<file path="config.mk">
export PLATFORM = sky130hd
export DESIGN_NAME = scan_chain_ctrl
export DESIGN_NICKNAME = d
export VERILOG_FILES = /design/src/rtl/scan_chain_pkg.sv /design/src/rtl/scan_cell.sv /design/src/rtl/scan_chain_ctrl.sv
export SDC_FILE = /design/constraint.sdc
export NUM_CORES = 1
export LEC_CHECK = 0
export CAP_MARGIN = 20
export CORE_MARGIN = 3
export CORE_UTILIZATION = 35
export DETAILED_ROUTE_END_ITERATION = 16
export GPL_ROUTABILITY_DRIVEN = 0
export MAX_ROUTING_LAYER = met4
export PLACE_DENSITY = 0.64
export RECOVER_POWER = 25
export SLEW_MARGIN = 20
export SYNTH_ARGS = -nofsm -noshare
export SYNTH_HDL_FRONTEND = slang
export SYNTH_HIERARCHICAL = 1
export SYNTH_SLANG_ARGS = --single-unit
export TNS_END_PERCENT = 100
</file>
<file path="constraint.sdc">
create_clock -name C -period 1.5 [get_ports C]
set_clock_uncertainty 0.05 [all_clocks]
set_input_delay 0.15 -clock C [delete_from_list [all_inputs] [get_ports C]]
set_output_delay 0.15 -clock C [all_outputs]
set_load 0.03 [all_outputs]
</file>
<file path="src/rtl/scan_chain_pkg.sv">
// Shared definitions for the scan chain sequencer: FSM state encoding,
// operation codes, per-cell data select and small op-decoding helpers.
package scan_chain_pkg;

  // FSM states; encoding is fixed so the state can be probed externally.
  typedef enum logic [1:0] {
    ST_IDLE  = 2'd0,
    ST_SHIFT = 2'd1,
    ST_CAP   = 2'd2,
    ST_DONE  = 2'd3
  } state_t;

  // Host operation codes, sampled together with start.
  typedef enum logic [1:0] {
    OP_LOAD    = 2'b00,
    OP_CAPTURE = 2'b01,
    OP_UNLOAD  = 2'b10,
    OP_SWAP    = 2'b11
  } op_t;

  // Data select for every bank cell; all cells share one select.
  typedef enum logic [1:0] {
    SEL_HOLD  = 2'd0,
    SEL_SHIFT = 2'd1,
    SEL_CAP   = 2'd2
  } cell_sel_t;

  // Operations that feed si into the chain.
  function automatic logic op_shifts_in(input op_t o);
    return (o == OP_LOAD) || (o == OP_SWAP);
  endfunction

  // Operations that present the chain LSB on so.
  function automatic logic op_shifts_out(input op_t o);
    return (o == OP_UNLOAD) || (o == OP_SWAP);
  endfunction

endpackage

</file>
<file path="src/rtl/scan_cell.sv">
// One bit of the scan bank: a dff whose D input selects between holding
// its value, taking the serial neighbour, or taking the parallel input.
// Cleared asynchronously by nR.
module scan_cell
  import scan_chain_pkg::*;
(
  input  logic      C,
  input  logic      nR,
  input  cell_sel_t sel,
  input  logic      d_shift,
  input  logic      d_cap,
  output logic      q
);

  logic r_q;
  logic w_d;

  // D-input mux: the unused select code falls back to hold.
  always_comb begin
    w_d = r_q;
    case (sel)
      SEL_SHIFT: w_d = d_shift;
      SEL_CAP:   w_d = d_cap;
      default:   w_d = r_q;
    endcase
  end

  // Storage flop with asynchronous clear.
  always_ff @(posedge C or negedge nR) begin
    if (!nR) r_q <= 1'b0;
    else     r_q <= w_d;
  end

  assign q = r_q;

endmodule

</file>
<file path="src/rtl/scan_chain_ctrl.sv">
// Sequencer for a W-bit dff register bank with a single serial scan path.
// Runs LOAD, CAPTURE, UNLOAD and SWAP; owns the bank's data-select muxing.
// Optional feature macro: SCAN_PARITY_EN adds a trailing even-parity bit
// to LOAD/SWAP streams and a par_err output.
module scan_chain_ctrl
  import scan_chain_pkg::*;
#(
  parameter int W     = 8,
  parameter int CNT_W = 4
) (
  input  logic         C,
  input  logic         nR,
  input  logic         start,
  input  logic [1:0]   op,
  input  logic         si,
  input  logic [W-1:0] pin,
  output logic         so,
  output logic [W-1:0] pout,
  output logic         busy,
  output logic         done
`ifdef SCAN_PARITY_EN
  ,
  output logic         par_err
`endif
);

  state_t           r_state;
  op_t              r_op;
  logic [CNT_W-1:0] r_cnt;
  logic             r_busy;
  logic             r_done;

  logic [W-1:0]     w_q;
  logic [W-1:0]     w_shift_d;
  logic             w_din;
  logic             w_par_cycle;
  logic [CNT_W-1:0] w_last;
  cell_sel_t        w_sel;

`ifdef SCAN_PARITY_EN
  logic r_par_err;

  // LOAD/SWAP take one extra cycle to consume the parity bit; that cycle
  // must leave the bank untouched.
  assign w_last      = op_shifts_in(r_op) ? CNT_W'(W) : CNT_W'(W - 1);
  assign w_par_cycle = (r_cnt == CNT_W'(W));
  assign par_err     = r_par_err;
`else
  assign w_last      = CNT_W'(W - 1);
  assign w_par_cycle = 1'b0;
`endif

  // Serial input into the MSB: host data for LOAD/SWAP, zero fill for UNLOAD.
  assign w_din     = op_shifts_in(r_op) ? si : 1'b0;
  assign w_shift_d = {w_din, w_q[W-1:1]};

  // Bank data select derived from the registered state only.
  always_comb begin
    w_sel = SEL_HOLD;
    case (r_state)
      ST_SHIFT: w_sel = w_par_cycle ? SEL_HOLD : SEL_SHIFT;
      ST_CAP:   w_sel = SEL_CAP;
      default:  w_sel = SEL_HOLD;
    endcase
  end

  // The bank itself: W identical cells on one shared select.
  for (genvar gi = 0; gi < W; gi++) begin : g_cell
    scan_cell u_cell (
      .C       (C),
      .nR      (nR),
      .sel     (w_sel),
      .d_shift (w_shift_d[gi]),
      .d_cap   (pin[gi]),
      .q       (w_q[gi])
    );
  end

  // Control FSM with shift counter and registered busy/done.
  always_ff @(posedge C or negedge nR) begin
    if (!nR) begin
      r_state   <= ST_IDLE;
      r_op      <= OP_LOAD;
      r_cnt     <= '0;
      r_busy    <= 1'b0;
      r_done    <= 1'b0;
`ifdef SCAN_PARITY_EN
      r_par_err <= 1'b0;
`endif
    end else begin
      case (r_state)
        ST_IDLE: begin
          r_done <= 1'b0;
          if (start) begin
            r_op   <= op_t'(op);
            r_cnt  <= '0;
            r_busy <= 1'b1;
`ifdef SCAN_PARITY_EN
            r_par_err <= 1'b0;
`endif
            r_state <= (op_t'(op) == OP_CAPTURE) ? ST_CAP : ST_SHIFT;
          end
        end
        ST_SHIFT: begin
          r_cnt <= r_cnt + 1'b1;
          if (r_cnt == w_last) begin
            r_state <= ST_DONE;
            r_done  <= 1'b1;
`ifdef SCAN_PARITY_EN
            // Bank now holds all W data bits; si carries the parity bit.
            if (op_shifts_in(r_op)) r_par_err <= (^w_q) ^ si;
`endif
          end
        end
        ST_CAP: begin
          r_state <= ST_DONE;
          r_done  <= 1'b1;
        end
        ST_DONE: begin
          r_state <= ST_IDLE;
          r_done  <= 1'b0;
          r_busy  <= 1'b0;
        end
        default: begin
          r_state <= ST_IDLE;
          r_done  <= 1'b0;
          r_busy  <= 1'b0;
        end
      endcase
    end
  end

  // Serial out is the bank LSB only while an unloading op is shifting data.
  assign so   = (r_state == ST_SHIFT) && op_shifts_out(r_op) && !w_par_cycle
                ? w_q[0] : 1'b0;
  assign pout = w_q;
  assign busy = r_busy;
  assign done = r_done;

endmodule

</file>
==> reports/results.txt <==
total number of placement rows = 20
number of antenna violations at the first check in global routing = 0
count of final max-slew check failures = 0
CTS Sinks = 18
fraction of layout cells with a size suffix above 1 = 20.3%
Period minus WS final = 1500 ps
count of flip-flops with a built-in enable after synthesis = 0
transition time of the tightest slew-check pin = 1010 ps
portion of the post-synthesis area used by sequential elements = 39.5%
Max rail drop VDD = 0.000861 V
final instance count without filler cells = 192
clock latency on the worst-skew pair = 300 ps
Initial Util = 37.0%
crit-path max FO = 5
overall routing resource usage = 12.8%
detail-routed net length per standard cell = 11.9 um
DRT Pass-1 Iters = 4
final worst path period share = 100%
routed wire length = 2.29 mm
setup repair after global routing missed its margin = true
Syn Area/Cell = 10.3 um^2
post-DR vias/cell = 4.69
Clk pin slew, worst setup/hold paths = 120 ps
Post-Route Utilization = 51.1%
final std cell area, no fill = 0.00157 mm^2
count of endpoints failing setup in the final report = 0
start of the worst register-to-register path = r_state[0]$_DFFE_PN0P_
required time worst endpoint = 1640 ps
arrival time at the worst endpoint = 1640 ps
Port-buffer cells = 24
number of global-route vias before repair = 857
startpoint class of the critical path = flip-flop
cell area after placement = 0.00148 mm^2
Async SR Flop Fraction = 100%
synthesis warning total = 6
number of routed nets with antenna violations = 0
number of diodes = 0
post-detail-place hpwl = 1.79 mm
most used flip-flop cell after synthesis = dfrtp_1
Placed Cells = 184
timing-limited maximum frequency = 0.667 GHz
clock root buffer = clkbuf_4
critical path capture point type = flip-flop
y dimension of the die = 63.1 um
setup slack after layout = 0.676 ps
chip width = 63.1 um
number of instances in the synthesized netlist = 111
maximum buffer depth of the clock tree = 2
Core Area = 0.00308 mm^2
IO Count = 25
clock tree from TritonCTS = built
first-pass GRT wire length = 3.92 mm
path type of the worst setup path = flip-flop to flip-flop
result of the run = completed
area overhead of the layout relative to synthesis = 37.9%
total of flip-flops plus latches after synthesis = 18
Max-Slew Margin vs Limit = 32.4%
DRC violation total after the first TritonRoute iteration = 29
power density normalized to cell area = 2060 mW/mm^2
setup slack after placement = -38.3 ps
number of max-cap violations = 0
number of nets produced by synthesis = 141
CP startpoint = r_state[0]$_DFFE_PN0P_
leakage = 0.762 nW
largest net degree at the start of global routing = 19
clock buffer count from CTS = 3
H-tree depth = 1
hold crit path type = primary input to flip-flop
die area = 0.00398 mm^2
Final Hold Viols = 0
count of nets after finishing = 179
hold path startpoint = pin[1]
total negative setup slack = 0 ps
Vias = 901
count of different cell masters after synthesis = 26
total gr overflow = 0
post-route DRC violation count = 0
area of the mapped netlist = 0.00114 mm^2
## final cells by class
| class | count | area (um^2) |
|---|---|---|
| Inverter | 13 | 51.3 |
| Multi-Input combinational cell | 78 | 666 |
| Clock buffer | 4 | 36.3 |
| Sequential cell | 18 | 452 |
| Timing Repair Buffer | 35 | 312 |
| Fill cell | 287 | 1510 |
| Tap cell | 44 | 55.1 |
## flip-flops by register name, summed over array words and instances (netlist names)
signal and cells:
done 1, g_cell.u_cell/q 8, busy 1, r_state 2
r_cnt 4, r_op 2
## Yosys cell counts (all sizes together) (2+ instances only)
master  count  share of area [%]
nand3b      3                3.1
nor2        3               0.99
buf         2                1.3
o21ai      13                5.7
mux2        3                3.3
inv        13                4.3
ha         16                 18
mux2i       9                7.9
dfrtp      18                 40
a31o        2                1.5
nand2      13                4.3
nand3       2               0.88
nand2b      2                1.1
a21oi       4                2.7
## stage by stage
| stage | power (mW) | hold WS [ps] |
|---|---|---|
| floorplan | 2.24 | -196 |
| global placement | 2.78 | 441 |
| detailed placement | 2.84 | 447 |
| CTS | 3.14 | 115 |
| global route | 3.53 | 399 |
| finish | 3.24 | 413 |
## final timing paths
kind / end / slack (ps) / cells after the start
worst min-delay path: g_cell[1].u_cell/q$_DFFE_PN0P_ / 410 / 3
min in group asynchronous: g_cell[0].u_cell/q$_DFFE_PN0P_ / 470 / 2
worst max register to register: r_state[1]$_DFFE_PN0P_ / 0.7 / 5
max in group asynchronous: r_state[0]$_DFFE_PN0P_ / 260 / 2
worst min register to register: g_cell[3].u_cell/q$_DFFE_PN0P_ / 470 / 2
worst max-delay path: r_state[1]$_DFFE_PN0P_ / 0.7 / 5
## cell families (layout without fill, tap and decap cells)
kind of cell,after synthesis,count (layout),share of synthesized area [%]
DFF,18,18,39.5
AOI/OAI and AO/OA,24,24,13.6
and+or+nand+nor,26,26,12.5
buffers and inverters,15,52,5.60
muxes,12,12,11.2
adders and majority gates,16,16,17.6
## cell usage in the layout (no fill, tap or decap), drive strengths merged
| cell type | count |
|---|---|
| a21oi | 4 |
| a31o | 2 |
| a31oi | 1 |
| and2 | 1 |
| and2b | 1 |
| buf | 11 |
| clkbuf | 5 |
| clkdlybuf4s50 | 12 |
| dfrtp | 18 |
| dlygate4sd2 | 10 |
| dlygate4sd3 | 1 |
| ha | 16 |
| inv | 13 |
| mux2 | 3 |
| mux2i | 9 |
| nand2 | 13 |
| nand2b | 2 |
| nand3 | 2 |
| nand3b | 3 |
| nor2 | 3 |
| o211a | 1 |
| o21ai | 13 |
| o221ai | 1 |
| o311ai | 1 |
| o31ai | 1 |
| or3b | 1 |
## layer usage
metal,track usage (%),share of wire [%]
met4,5.79,1.2
met1,15.9,46
met2,20.6,50
met5,-,0
met3,1.96,2.4
## worst max-delay path, stage by stage (launching register included)
cell,delay (ps)
dfrtp_2,460
inv_4,70
ha_4,170
and2b_4,190
a21oi_4,130
mux2_4,310
## power by group
| part | leakage (nW) | switching [mW] | internal, mW |
|---|---|---|---|
| Combinational | 0.517 | 1.08 | 0.987 |
| Sequential | 0.224 | 0.158 | 0.698 |
| Clock | 0.0210 | 0.166 | 0.148 |
| Total | 0.762 | 1.40 | 1.83 |
## timing repair
item,4_1_cts,5_1_grt
hold buffers,0,0
gates cloned,0,0
pin swaps,0,1
setup endpoints to repair,22,12
resized for setup,15,5
setup buffers,0,4
Note: power is estimated with default switching activity, not from simulation.
==> patch, RTL diff (same flow settings) <==
Re-encode `state_t` (4 states) as Gray code, 2 bits wide.
--- a/src/rtl/scan_chain_pkg.sv
+++ b/src/rtl/scan_chain_pkg.sv
@@ -4,10 +4,10 @@
 
   // FSM states; encoding is fixed so the state can be probed externally.
   typedef enum logic [1:0] {
-    ST_IDLE  = 2'd0,
-    ST_SHIFT = 2'd1,
-    ST_CAP   = 2'd2,
-    ST_DONE  = 2'd3
+    ST_IDLE  = 2'b00,
+    ST_SHIFT = 2'b01,
+    ST_CAP   = 2'b11,
+    ST_DONE  = 2'b10
   } state_t;
 
   // Host operation codes, sampled together with start.
Behaviour: same outputs for any inputs over 10 cycles, from zero or initial values; not proved beyond that.
==> patch against the unedited design <==
  * Sequential cell count did not move
  * Worst setup slack improved by 0.028 ns
  * Total power fell by 22%
  * Wire length fell by 12%
  * Clock power fell by 3%
  * Final area fell by 15%
  * Global-route usage rose by 1.8 points
  * Area after synthesis fell by 15%
  * Critical path type is now reg2out
  * Highest routed layer unchanged
==> patch: results (changes against the unedited design) <==
| Metric | Value |
|---|---|
| Status | finished, final reports clean (unchanged) |
| YS warnings | 6 (unchanged) |
| Crit path arrival time | 1.27 ns (was 1.64 ns) |
| Hold Crit Start | op[0] (was pin[1]) |
| Hold Crit Depth | 3 (unchanged) |
| Initial antenna violation count | 0 (unchanged) |
| Worst hold slack | 0.3763 ns (was 0.4127 ns) |
| Pre-CTS WS | 0.08467 ns (was -0.03833 ns) |
| CP max FO | 3 (was 5) |
| Worst r2r dst | r_op[1]$_DFFE_PN0P_ (was r_state[1]$_DFFE_PN0P_) |
| Initial DRC count | 17 (was 29) |
| Top cells by count, synth | dfrtp_1 (18), nand2_1 (12), ha_1 (11), inv_1 (11) (was dfrtp_1 (18), ha_1 (16), inv_1 (13), nand2_1 (13), mux2i_1 (9)) |
| Sequential share of the synthesized area | 46.69% (was 39.52%) |
| Post-Synth XOR/XNOR Area | 0% (unchanged) |
| Via-to-Cell Ratio | 4.847 (was 4.693) |
| Post-synth net total | 118 (was 141) |
| Post-synth cell types | 23 (was 26) |
| First-pass GRT wire length | 3788 um (was 3919 um) |
| Drt first pass iters | 3 (was 4) |
| Fraction of layout cells with a size suffix above 1 | 14.96% (was 20.27%) |
| Post-synthesis adder-cell area fraction | 14.27% (was 17.56%) |
| Skew-Pair Late Insertion Delay | a little under 0.3 ns |
| Clk pin slew, worst setup/hold paths | around 0.11 ns |
| Number of flip-flops in the largest register | 8 (unchanged) |
| Root Driver | clkbuf_4 (unchanged) |
| Slew @ Worst Pin | 1.008 ns (was 1.013 ns) |
| Vias in the first global route | 842 (was 857) |
| Worst r2r src | r_state[0]$_DFFE_PN0P_ (unchanged) |
| Largest net degree at the start of global routing | 19 (unchanged) |
| Mux share of post-synthesis cell area | 9.468% (was 11.20%) |
| WHS Endpoint | r_state[1]$_DFFE_PN0P_ (was g_cell[1].u_cell/q$_DFFE_PN0P_) |
| Max IR drop VDD | 0.8328 mV (was 0.8612 mV) |
| Num CTS Buffers | 3 (unchanged) |
| Ant diodes | 0 (unchanged) |
| Total GRT Usage | 14.64% (was 12.80%) |
| Post-synth ARST share | 100.0% (unchanged) |
| DP Area | 1262 sq um (was 1483 sq um) |
| Leakage | 0.0006655 uW (was 0.0007623 uW) |
| Setup ws final | 0.02838 ns (was 0.0006765 ns) |
| CTS Buffer Depth | 2 (unchanged) |
| Most numerous cell in the Yosys netlist | dfrtp_1 (unchanged) |
| Largest cells by area after synthesis | dfrtp_1 (47%), ha_1 (14%), mux2i_1 (8.3%), nand2_1 (4.7%), inv_1 (4.3%) (was dfrtp_1 (40%), ha_1 (18%), mux2i_1 (7.9%), inv_1 (4.3%), nand2_1 (4.3%)) |
| Flop2flop setup slack | 0.12 ns (was 0.0007 ns) |
| HPWL after DPL | 1533 um (was 1788 um) |
| Post-DR wirelength/cell | 12.89 um (was 11.94 um) |
| Port Buf Inserts | 24 (unchanged) |
| Final layout net count | 153 (was 179) |
| Reg2Reg Depth | 3 (was 5) |
| H-tree depth | 1 (unchanged) |
| Hold Crit Class | in2reg (unchanged) |
| Post-synthesis compound-gate area fraction | 13.23% (was 13.61%) |
==> patch: cell count changes after synthesis, sizes merged, moves of 2 or more <==
cell and delta:
ha -5, nor2 -2, buf -2, mux2 -2, nor3b +2, nand3b -3, a31o -2
==> patch: repair_timing <==
action / in CTS / in global routing
pin swaps: 0 / 1
setup buffers: 2 / 1
resized for setup: 11 / 6
endpoints found under the setup margin: 11 / 8
==> patch: logic make-up (layout without fill, tap and decap cells) <==
| kind of cell | Yosys count | in the layout |
|---|---|---|
| buffers and inverters | 12 | 46 |
| AOI/OAI and AO/OA | 21 | 21 |
| adders and majority gates | 11 | 11 |
| and+or+nand+nor | 22 | 22 |
| DFF | 18 | 18 |
| muxes | 9 | 9 |
==> patch: worst max-delay path by stage <==
stage | start | endpoint
floorplan | r_state[1]$_DFFE_PN0P_ | g_cell[0].u_cell/q$_DFFE_PN0P_
global placement | start | r_op[1]$_DFFE_PN0P_
detailed placement | start | r_op[1]$_DFFE_PN0P_
CTS | r_op[1]$_DFFE_PN0P_ | so
global route | r_op[0]$_DFFE_PN0P_ | so
finish | r_op[1]$_DFFE_PN0P_ | so
==> patch: per-stage QoR <==
| step | TNS, ns | std cells | power, uW |
|---|---|---|---|
| 2_1_floorplan | 0 | 93 | 1711 |
| 3_3_place_gp | 0 | 150 | 2134 |
| 3_5_place_dp | 0 | 150 | 2189 |
| 4_1_cts | 0 | 156 | 2473 |
| 5_1_grt | -0.02490 | 157 | 2787 |
| 6_report | 0 | 157 | 2520 |
==> patch: layout make-up <==
cell class | instances | area, sq um
fill | 230 | 1212
multi-input combinational | 63 | 493.0
sequential | 18 | 450.4
timing repair buffer | 30 | 270.3
inverter | 12 | 45.04
tap | 30 | 37.54
clock buffer | 4 | 36.28
==> patch: report_power, final <==
| group | switching (uW) | leakage, uW | internal, uW |
|---|---|---|---|
| logic | 757 | 0.000419 | 603 |
| registers | 168 | 0.000226 | 688 |
| clock network | 157 | 0.0000210 | 148 |
==> patch: routing by layer <==
metal / vias to the layer above / GRT usage (%) / wire (um) / share of wire (%)
li1: 386 / - / - / -
met1: 355 / 18.07 / 926 / 46
met2: 18 / 24.40 / 971 / 48
met3: 2 / 2.193 / 110 / 5.4
met4: 0 / 4.967 / 15 / 0.74
met5: - / - / 0 / 0
==> patch: critical path, cell delays in order (launching register included) <==
cell and delay [ns]:
dfrtp_1 0.44, ha_2 0.19, o211a_1 0.22, buf_6 0.14
